`config.mk`:
```
export PLATFORM = sky130hd
export DESIGN_NAME = fpcvt_pipe
export DESIGN_NICKNAME = d
export VERILOG_FILES = /design/src/rtl/fpcvt_pipe.sv
export SDC_FILE = /design/constraint.sdc
export NUM_CORES = 1
export LEC_CHECK = 0
export BUFFER_PORTS_ARGS = -buffer_cell sky130_fd_sc_hd__buf_2
export CAP_MARGIN = 25
export CORE_MARGIN = 2
export CORE_UTILIZATION = 28
export CTS_CLUSTER_SIZE = 25
export DETAILED_ROUTE_END_ITERATION = 10
export GPL_ROUTABILITY_DRIVEN = 0
export PLACE_DENSITY = 0.45
export SYNTH_ARGS = -nofsm -noshare
export SYNTH_HDL_FRONTEND = slang
export SYNTH_SLANG_ARGS = --single-unit
```
`constraint.sdc`:
```
create_clock -name clk -period 6.4 [get_ports clk]
set_clock_uncertainty 0.1 [all_clocks]
set_input_delay 0.96 -clock clk [delete_from_list [all_inputs] [get_ports clk]]
set_output_delay 0.96 -clock clk [all_outputs]
set_load 0.02 [all_outputs]
```
`src/rtl/fpcvt_pipe.sv`:
```
// -----------------------------------------------------------------------------
// fpcvt_pipe
//
// Three-stage pipelined converter from a two's-complement sample to a small
// floating-point form (sign, exponent, significand) with value
// out_f * 2^out_e. Each sample carries its own rounding mode (truncate or
// round half up). A sample whose result cannot be represented is clamped to
// the largest magnitude and flagged.
//
//   Stage 1: sign/magnitude split; the most-negative input is clamped.
//   Stage 2: leading-one search, normalise, extract round and sticky bits.
//   Stage 3: optional round-half-up, exponent bump on carry, saturation.
//
// The pipe moves as a unit: every stage advances when the output register
// is empty or the consumer is taking its value. Bubbles stay in place.
//
// Ports:
//   clk            system clock, rising edge
//   rst_n          asynchronous active-low reset
//   in_valid_i     input sample valid
//   in_ready_o     converter accepts a sample this cycle
//   in_data_i      two's-complement sample, IN_W bits
//   in_rnd_i       rounding mode for this sample: 0 truncate, 1 round half up
//   out_valid_o    result valid
//   out_ready_i    downstream accepts the result
//   out_s_o        sign
//   out_e_o        exponent, EXP_W bits
//   out_f_o        significand, MAN_W bits
//   out_sat_o      result clamped to the largest magnitude
//   out_inexact_o  nonzero magnitude bits were discarded, or result saturated
// -----------------------------------------------------------------------------
module fpcvt_pipe #(
    parameter int IN_W  = 12,
    parameter int EXP_W = 3,
    parameter int MAN_W = 4
) (
    input  logic             clk,
    input  logic             rst_n,
    input  logic             in_valid_i,
    output logic             in_ready_o,
    input  logic [IN_W-1:0]  in_data_i,
    input  logic             in_rnd_i,
    output logic             out_valid_o,
    input  logic             out_ready_i,
    output logic             out_s_o,
    output logic [EXP_W-1:0] out_e_o,
    output logic [MAN_W-1:0] out_f_o,
    output logic             out_sat_o,
    output logic             out_inexact_o
);

    localparam int          M      = IN_W - 1;           // magnitude width
    localparam int          EW     = $clog2(M + 1);      // holds any bit index of the magnitude
    localparam logic [31:0] EMAX_U = 32'((1 << EXP_W) - 1);

    // Whole pipe advances together.
    logic adv;

    // ---------------- Stage 1 state ----------------
    logic             s1_valid_q;
    logic             s1_s_q,   s1_s_d;
    logic [M-1:0]     s1_mag_q, s1_mag_d;
    logic             s1_sat_q, s1_sat_d;
    logic             s1_rnd_q;

    // ---------------- Stage 2 state ----------------
    logic             s2_valid_q;
    logic             s2_s_q;
    logic [EXP_W-1:0] s2_e_q,      s2_e_d;
    logic [MAN_W-1:0] s2_f_q,      s2_f_d;
    logic             s2_r_q,      s2_r_d;
    logic             s2_sticky_q, s2_sticky_d;
    logic             s2_sat_q,    s2_sat_d;
    logic             s2_rnd_q;

    // ---------------- Stage 3 (output) state ----------------
    logic             s3_valid_q;
    logic             s3_s_q;
    logic [EXP_W-1:0] s3_e_q,       s3_e_d;
    logic [MAN_W-1:0] s3_f_q,       s3_f_d;
    logic             s3_sat_q,     s3_sat_d;
    logic             s3_inexact_q, s3_inexact_d;

    assign adv        = ~s3_valid_q | out_ready_i;
    assign in_ready_o = adv;

    // ---------------- Stage 1: sign / magnitude ----------------
    logic [IN_W-1:0] neg_data;

    always_comb begin
        neg_data = ~in_data_i + {{(IN_W-1){1'b0}}, 1'b1};
        s1_s_d   = in_data_i[IN_W-1];
        s1_sat_d = 1'b0;
        s1_mag_d = in_data_i[M-1:0];
        if (s1_s_d) begin
            // The most-negative value has no positive twin in M bits.
            if (in_data_i == {1'b1, {M{1'b0}}}) begin
                s1_mag_d = '1;
                s1_sat_d = 1'b1;
            end else begin
                s1_mag_d = neg_data[M-1:0];
            end
        end
    end

    // ---------------- Stage 2: normalise ----------------
    logic [EW-1:0] lead_pos;
    logic [EW-1:0] e_norm;
    logic [M-1:0]  shifted;
    logic [M-1:0]  sticky_mask;

    // NOTE: every variable assigned in this block gets a default first, so no
    // path leaves a value unassigned and no latch is inferred.
    always_comb begin
        lead_pos    = '0;
        e_norm      = '0;
        shifted     = '0;
        sticky_mask = '0;
        s2_e_d      = '0;
        s2_f_d      = s1_mag_q[MAN_W-1:0];
        s2_r_d      = 1'b0;
        s2_sticky_d = 1'b0;
        s2_sat_d    = s1_sat_q;

        // Last match wins, so this yields the index of the highest set bit.
        for (int i = 0; i < M; i++) begin
            if (s1_mag_q[i]) lead_pos = EW'(i);
        end

        // A leading one at or above bit MAN_W means the magnitude does not fit
        // the significand directly (equivalently lz < M - MAN_W).
        if (lead_pos >= EW'(MAN_W)) begin
            e_norm      = lead_pos - EW'(MAN_W - 1);
            // Keep one extra bit below the significand: that is the round bit.
            shifted     = s1_mag_q >> (e_norm - EW'(1));
            sticky_mask = (M'(1) << (e_norm - EW'(1))) - M'(1);
            s2_f_d      = shifted[MAN_W:1];
            s2_r_d      = shifted[0];
            s2_sticky_d = |(s1_mag_q & sticky_mask);
            s2_e_d      = EXP_W'(e_norm);
            if (32'(e_norm) > EMAX_U) s2_sat_d = 1'b1;
        end
    end

    // ---------------- Stage 3: round / saturate ----------------
    logic [MAN_W:0] f_sum;
    logic [EXP_W:0] e_inc;

    always_comb begin
        f_sum    = {1'b0, s2_f_q} + {{MAN_W{1'b0}}, 1'b1};
        e_inc    = {1'b0, s2_e_q} + {{EXP_W{1'b0}}, 1'b1};
        s3_e_d   = s2_e_q;
        s3_f_d   = s2_f_q;
        s3_sat_d = s2_sat_q;

        if (s2_rnd_q && s2_r_q) begin
            if (f_sum[MAN_W]) begin
                // Significand wrapped: renormalise to 100..0 and bump exponent.
                s3_f_d = {1'b1, {(MAN_W-1){1'b0}}};
                s3_e_d = e_inc[EXP_W-1:0];
                // EMAX is all ones, so a carry out of the exponent means > EMAX.
                if (e_inc[EXP_W]) s3_sat_d = 1'b1;
            end else begin
                s3_f_d = f_sum[MAN_W-1:0];
            end
        end

        if (s3_sat_d) begin
            s3_e_d = '1;
            s3_f_d = '1;
        end

        s3_inexact_d = s2_r_q | s2_sticky_q | s3_sat_d;
    end

    // ---------------- Pipeline registers ----------------
    // NOTE: sequential state uses non-blocking assignments so every stage
    // samples the previous stage's value from before this edge.
    // NOTE: data registers are reset along with the valids because the
    // output fields are architecturally visible as zero after reset.
    always_ff @(posedge clk or negedge rst_n) begin
        if (!rst_n) begin
            s1_valid_q   <= 1'b0;
            s1_s_q       <= 1'b0;
            s1_mag_q     <= '0;
            s1_sat_q     <= 1'b0;
            s1_rnd_q     <= 1'b0;
            s2_valid_q   <= 1'b0;
            s2_s_q       <= 1'b0;
            s2_e_q       <= '0;
            s2_f_q       <= '0;
            s2_r_q       <= 1'b0;
            s2_sticky_q  <= 1'b0;
            s2_sat_q     <= 1'b0;
            s2_rnd_q     <= 1'b0;
            s3_valid_q   <= 1'b0;
            s3_s_q       <= 1'b0;
            s3_e_q       <= '0;
            s3_f_q       <= '0;
            s3_sat_q     <= 1'b0;
            s3_inexact_q <= 1'b0;
        end else if (adv) begin
            s1_valid_q   <= in_valid_i;
            s1_s_q       <= s1_s_d;
            s1_mag_q     <= s1_mag_d;
            s1_sat_q     <= s1_sat_d;
            s1_rnd_q     <= in_rnd_i;
            s2_valid_q   <= s1_valid_q;
            s2_s_q       <= s1_s_q;
            s2_e_q       <= s2_e_d;
            s2_f_q       <= s2_f_d;
            s2_r_q       <= s2_r_d;
            s2_sticky_q  <= s2_sticky_d;
            s2_sat_q     <= s2_sat_d;
            s2_rnd_q     <= s1_rnd_q;
            s3_valid_q   <= s2_valid_q;
            s3_s_q       <= s2_s_q;
            s3_e_q       <= s3_e_d;
            s3_f_q       <= s3_f_d;
            s3_sat_q     <= s3_sat_d;
            s3_inexact_q <= s3_inexact_d;
        end
    end

    assign out_valid_o   = s3_valid_q;
    assign out_s_o       = s3_s_q;
    assign out_e_o       = s3_e_q;
    assign out_f_o       = s3_f_q;
    assign out_sat_o     = s3_sat_q;
    assign out_inexact_o = s3_inexact_q;

endmodule

```
# Word level (Yosys, flattened, before mapping)
# Index checks and enable logic that the tools add are counted.
# W data, S select, Z words.
[op_classes]
addsub = 6
magnitude_cmp = 2
eq_ne = 1
shift = 2
n_mux = 29
bitwise = 6
reduce_logical = 2
[ops]
columns = ["op", "count"]
rows = [
  ["$mux W4", 13],
  ["$mux W11", 2],
  ["$eq A12 B12 Y1 const B", 1],
  ["$mux W3", 4],
  ["$add A11 B1 Y11 const B", 1],
  ["$and A11 B11 Y11", 1],
  ["$not A11 Y11", 1],
  ["$reduce_or A11 Y1", 1],
  ["$shl A1 B4 Y11 const A", 1],
  ["$shr A11 B4 Y5", 1],
  ["$sub A11 B2 Y11 const B", 1],
  ["$mux W1", 10],
  ["$add A4 B1 Y5 const B", 1],
  ["$add A3 B1 Y4 const B", 1],
  ["$ge A4 B3 Y1 const B", 1],
  ["$gt A4 B3 Y1 const B", 1],
  ["$sub A4 B1 Y4 const B", 1],
  ["$sub A4 B2 Y4 const B", 1],
  ["$or A1 B1 Y1", 3],
  ["$logic_and A1 B1 Y1", 1],
  ["$not A1 Y1", 1],
]
[totals]
ff_bits = 39
input_bits = 17
out_inout_bits = 12

# Depth between registers and ports, before layout
[logic_depth]
ltp_word = 17
mapped_depth = 17
mapped_depth_nobuf = 17

# Worst setup path after synthesis
# No wires, ideal clock.
[synth_path]
kind = "register to register"
start = "register s1_mag_q[2]"
end = "register s2_sticky_q"
setup_time_ns = 0.153
arrival_ns = 3.149
t_required_ns = 6.147
path_slack_ns = 2.998
path_stages_with_launch = 17
synth_period_minus_slack_ns = 3.402
cell_sequence = "dfrtp_1 nor3b_1 o31ai_1 a21oi_1 ha_1 or2_2 mux2i_1 o21ai_1 o211ai_1 ha_1 nor2b_1 o21ai_0 o21ai_0 a21oi_1 o2111ai_1 o22ai_1 a31oi_1"
[synth_between]
elab_chain_len = 16
[synth_rtl]
columns = ["item", "line", "source"]
rows = [
  ["from (decl)", "62", "logic [M-1:0] s1_mag_q, s1_mag_d;"],
  ["from (signal assigned)", "205", "s1_mag_q <= s1_mag_d;"],
  ["$mux W4 (9 in series)", "127", "if (s1_mag_q[i]) lead_pos = EW'(i);"],
  ["$sub A4 B2 Y4", "133", "e_norm = lead_pos - EW'(MAN_W - 1);"],
  ["$sub A4 B1 Y4", "136", "sticky_mask = (M'(1) << (e_norm - EW'(1))) - M'(1);"],
  ["$shl A1 B4 Y11", "136", ""],
  ["$sub A11 B2 Y11", "136", ""],
  ["$and A11 B11 Y11", "139", "s2_sticky_d = |(s1_mag_q & sticky_mask);"],
  ["$reduce_or A11 Y1", "139", ""],
  ["$mux W1 (*)", "132", "if (lead_pos >= EW'(MAN_W)) begin"],
  ["to (signal assigned)", "213", "s2_sticky_q <= s2_sticky_d;"],
  ["to (decl)", "72", "logic s2_sticky_q, s2_sticky_d;"],
]
# Mark *: on every way between the ends. The rest lies on a longest branch, timed or not.
# A chain may end at the register's enable or synchronous reset.

# Final worst setup path
[layout_path]
start = "register s1_mag_q[4]"
end = "register s2_sticky_q"
[layout_between]
elab_chain_len = 14
[layout_rtl]
columns = ["item", "line"]
rows = [
  ["$mux W4 (7 in series)", "127"],
  ["$sub A4 B2 Y4", "133"],
  ["$sub A4 B1 Y4", "136"],
  ["$shl A1 B4 Y11", "136"],
  ["$sub A11 B2 Y11", "136"],
  ["$and A11 B11 Y11", "139"],
  ["$reduce_or A11 Y1", "139"],
  ["$mux W1 (*)", "132"],
]
# Marked as above.

==> results.json <==
{
  "status": "finished clean",
  "htreeDepth": 2,
  "die_h_microns": 98.9,
  "wirelength_microns": 6300,
  "remaining_drc_errors": 0,
  "core_sq_mm": 0.00872,
  "clock_sinks": 39,
  "fin_area_sq_mm": 0.00288,
  "rsz0062_at_grt": "no",
  "routedWlPerCell_microns": 14.2,
  "multiInputGateArea_sq_mm": 0.00142,
  "final_layout_size_suffix_gt1_share_pct": 13.4,
  "async_flop_share_pct": 100,
  "grt_pass1_vias": 2218,
  "dpl_cell_area_sq_mm": 0.00272,
  "yosysWarnings": 0,
  "hold_path_class": "flip-flop to flip-flop",
  "cts_max_path_buffers": 2,
  "worst_path_largest_cell_delay_ns": 0.55,
  "vdd_drop_max_uv": 129,
  "setup_tns_ns": 0,
  "ios": 29,
  "crit_buf_inv": 0,
  "worstPathMaxFanout": 13,
  "fin_nets": 356,
  "post-route-period-util_pct": 63.0,
  "cts-root-buf": "clkbuf_8",
  "dp.cells": 434,
  "area_growth_pct": 14.1,
  "ys_seq_area_share_pct": 38.7,
  "ff_latch_area_sq_um": 976,
  "synthCells": 316,
  "grt_max_degree": 45,
  "cts_tree": "yes",
  "cts_hold_buffers": 0,
  "synth_ff_type": "dfrtp_1",
  "clk_latency_ns": 0.28,
  "syn_area_per_cell_sq_um": 7.98,
  "power_per_cell_area_mw_per_mm2": 391,
  "hpwl_microns": 4480,
  "final-instance-count-excl-fill": 443,
  "finalSetupViolCount": 0,
  "portBuffers": 28,
  "dr.pass1.iters": 4,
  "cts_resized": 0,
  "overflow": 0,
  "cpMaxStageDelayCell": "a21oi_1",
  "finalHoldViolations": 0,
  "synthTopCellsByArea": "dfrtp_1 39%, nand2_1 9.4%, o21ai_0 5.4%",
  "antenna_found_initial": 0,
  "critPathRequiredTime_ns": 6.44,
  "clkSlewWorstSetupHoldPaths_ns": 0.08,
  "ant_nets": 0,
  "syn_nets": 338,
  "leakage_nw": 1.23,
  "ys_types": 54,
  "start_util_pct": 28.9,
  "synth_top_area_share_pct": 38.7,
  "cts_setup_buffers": 0,
  "fillers": 929,
  "arrival_ns": 4.08,
  "syn_area_sq_mm": 0.00252,
  "row_count": 34,
  "dieArea_sq_mm": 0.00978,
  "path_class": "flip-flop to flip-flop",
  "cp_top_family": "compound AO/OA/AOI/OAI gates",
  "fin_crit_ns": 4.03,
  "tightest_slew_ns": 0.982,
  "fp.dieW_microns": 98.9,
  "cp_cell_sequence": "nor3b_1 -> o31ai_1 -> a21oi_1 -> ha_1 -> or2_2 -> mux2i_1 -> o21ai_1 -> o211ai_1 -> ha_1 -> nor2b_1 -> o21ai_0 -> o21ai_0 -> a21oi_1 -> o2111ai_1 -> o22ai_1 -> a31oi_1",
  "vias": 2273,
  "yosys.area.top_type": "dfrtp_1",
  "maxCapViolCount": 0,
  "drtIter0Drc": 169,
  "antennaDiodeCount": 0,
  "ys_ff_latch": 39,
  "maxSlewViolCount": 0,
  "synth_edf_count": 0,
  "groute.usage.overall_pct": 13.5,
  "fmax_ghz": 0.248,
  "viasPerCell": 5.13,
  "critPathLaunchType": "flip-flop",
  "grt_first_pass_wirelength_microns": 10800,
  "slew_headroom_pct": 34.0,
  "cp-end-kind": "flip-flop",
  "cts_made_buffers": 5
}
cell families (layout without fill, tap and decap cells):
group,Yosys count,after routing,synth area share (%)
AND/OR/NAND/NOR,135,135,25.4
XOR/XNOR,13,13,4.52
adder cells (fa/ha/maj),5,5,2.48
flip-flops,39,39,38.7
AO/OA/AOI/OAI,87,87,21.2
multiplexers,6,6,2.48
buffers and inverters,31,50,5.21
state kept, by name, summed over array words and instances, names as in the netlist:
signal,count
s1_mag_q,11
out_f_o,4
s2_f_q,4
out_e_o,3
s2_e_q,3
out_inexact_o,1
out_s_o,1
out_sat_o,1
out_valid_o,1
s1_rnd_q,1
s1_s_q,1
s1_sat_q,1
s1_valid_q,1
s2_r_q,1
s2_rnd_q,1
s2_s_q,1
s2_sat_q,1
s2_sticky_q,1
s2_valid_q,1
placed cells by master (no fill, tap or decap), drive strengths merged, types with 5 or more instances in the layout:
master	netlist	layout
nand2	63	63
o21ai	28	28
o31ai	5	5
clkbuf	14	6
ha	5	5
a31oi	5	5
nand2b	5	5
dfrtp	39	39
inv	10	10
a21oi	25	25
nor3	6	6
xnor2	11	11
buf	6	31
or3	6	6
nor2	28	28
area by class of cell:
class | instances | share of cell area [%]
Inverter | 11 | 1.44
Multi-Input combinational cell | 246 | 49.2
Clock buffer | 6 | 2.52
Clock inverter | 2 | 2.09
Sequential cell | 39 | 33.9
Tap cell | 108 | 4.70
Timing Repair Buffer | 31 | 6.09
report_power, final:
| group | internal (mW) | switching (mW) | leakage [nW] |
|---|---|---|---|
| Combinational | 0.175 | 0.275 | 0.710 |
| Sequential | 0.330 | 0.101 | 0.454 |
| Clock | 0.156 | 0.0859 | 0.0654 |
per-layer routing:
| layer | global-route usage, % | share of wire (%) | up-vias | routed length [microns] |
|---|---|---|---|---|
| met3 | 2.62 | 5.4 | 10 | 342 |
| met2 | 22.4 | 45 | 75 | 2860 |
| met4 | 4.64 | 2.6 | 0 | 165 |
| li1 | - | - | 1143 | - |
| met1 | 17.6 | 46 | 1045 | 2930 |
| met5 | 0 | 0 | - | 0 |
synth_stat cells, types with 5 or more instances:
| cell | number |
|---|---|
| a21oi_1 | 24 |
| a31oi_1 | 5 |
| clkbuf_1 | 14 |
| dfrtp_1 | 39 |
| ha_1 | 5 |
| inv_1 | 10 |
| nand2_1 | 63 |
| nand2b_1 | 5 |
| nor2_1 | 27 |
| nor3_1 | 6 |
| o21ai_0 | 27 |
| o31ai_1 | 5 |
| or3_1 | 6 |
| xnor2_1 | 11 |
metrics by stage:
stage          util [%]  worst slack (ns)  hold WS, ns  power, mW
2_1_floorplan         -              3.00        0.330      0.749
3_3_place_gp       31.2              2.55        0.341      0.885
3_5_place_dp       31.2              2.41        0.347      0.885
4_1_cts            32.8              2.40        0.366       1.13
5_1_grt            33.0              1.98        0.392       1.22
6_report           33.0              2.37        0.361       1.12
worst register-to-register path: stages (launching register included):
cell       delay [ns]
dfrtp_1          0.53
nor3b_1          0.33
o31ai_1          0.12
a21oi_1          0.55
ha_1             0.41
or2_2            0.33
mux2i_1          0.14
o21ai_1          0.13
o211ai_1         0.22
ha_1             0.26
nor2b_1          0.06
o21ai_0          0.13
o21ai_0          0.10
a21oi_1          0.12
o2111ai_1        0.11
o22ai_1          0.16
a31oi_1          0.10
worst paths after layout:
path / start / end / slack, ns / cells past startpoint
max in group asynchronous: rst_n / s1_mag_q[5] / 5.38 / 2
setup / recovery: s1_mag_q[4] / s2_sticky_q / 2.37 / 16
setup reg to reg: s1_mag_q[4] / s2_sticky_q / 2.37 / 16
min in group asynchronous: rst_n / s2_sticky_q / 0.40 / 1
hold reg to reg: s2_valid_q / s2_valid_q / 0.36 / 2
hold / removal: s2_valid_q / s2_valid_q / 0.36 / 2
No activity file was read; power rests on OpenSTA's default activity.
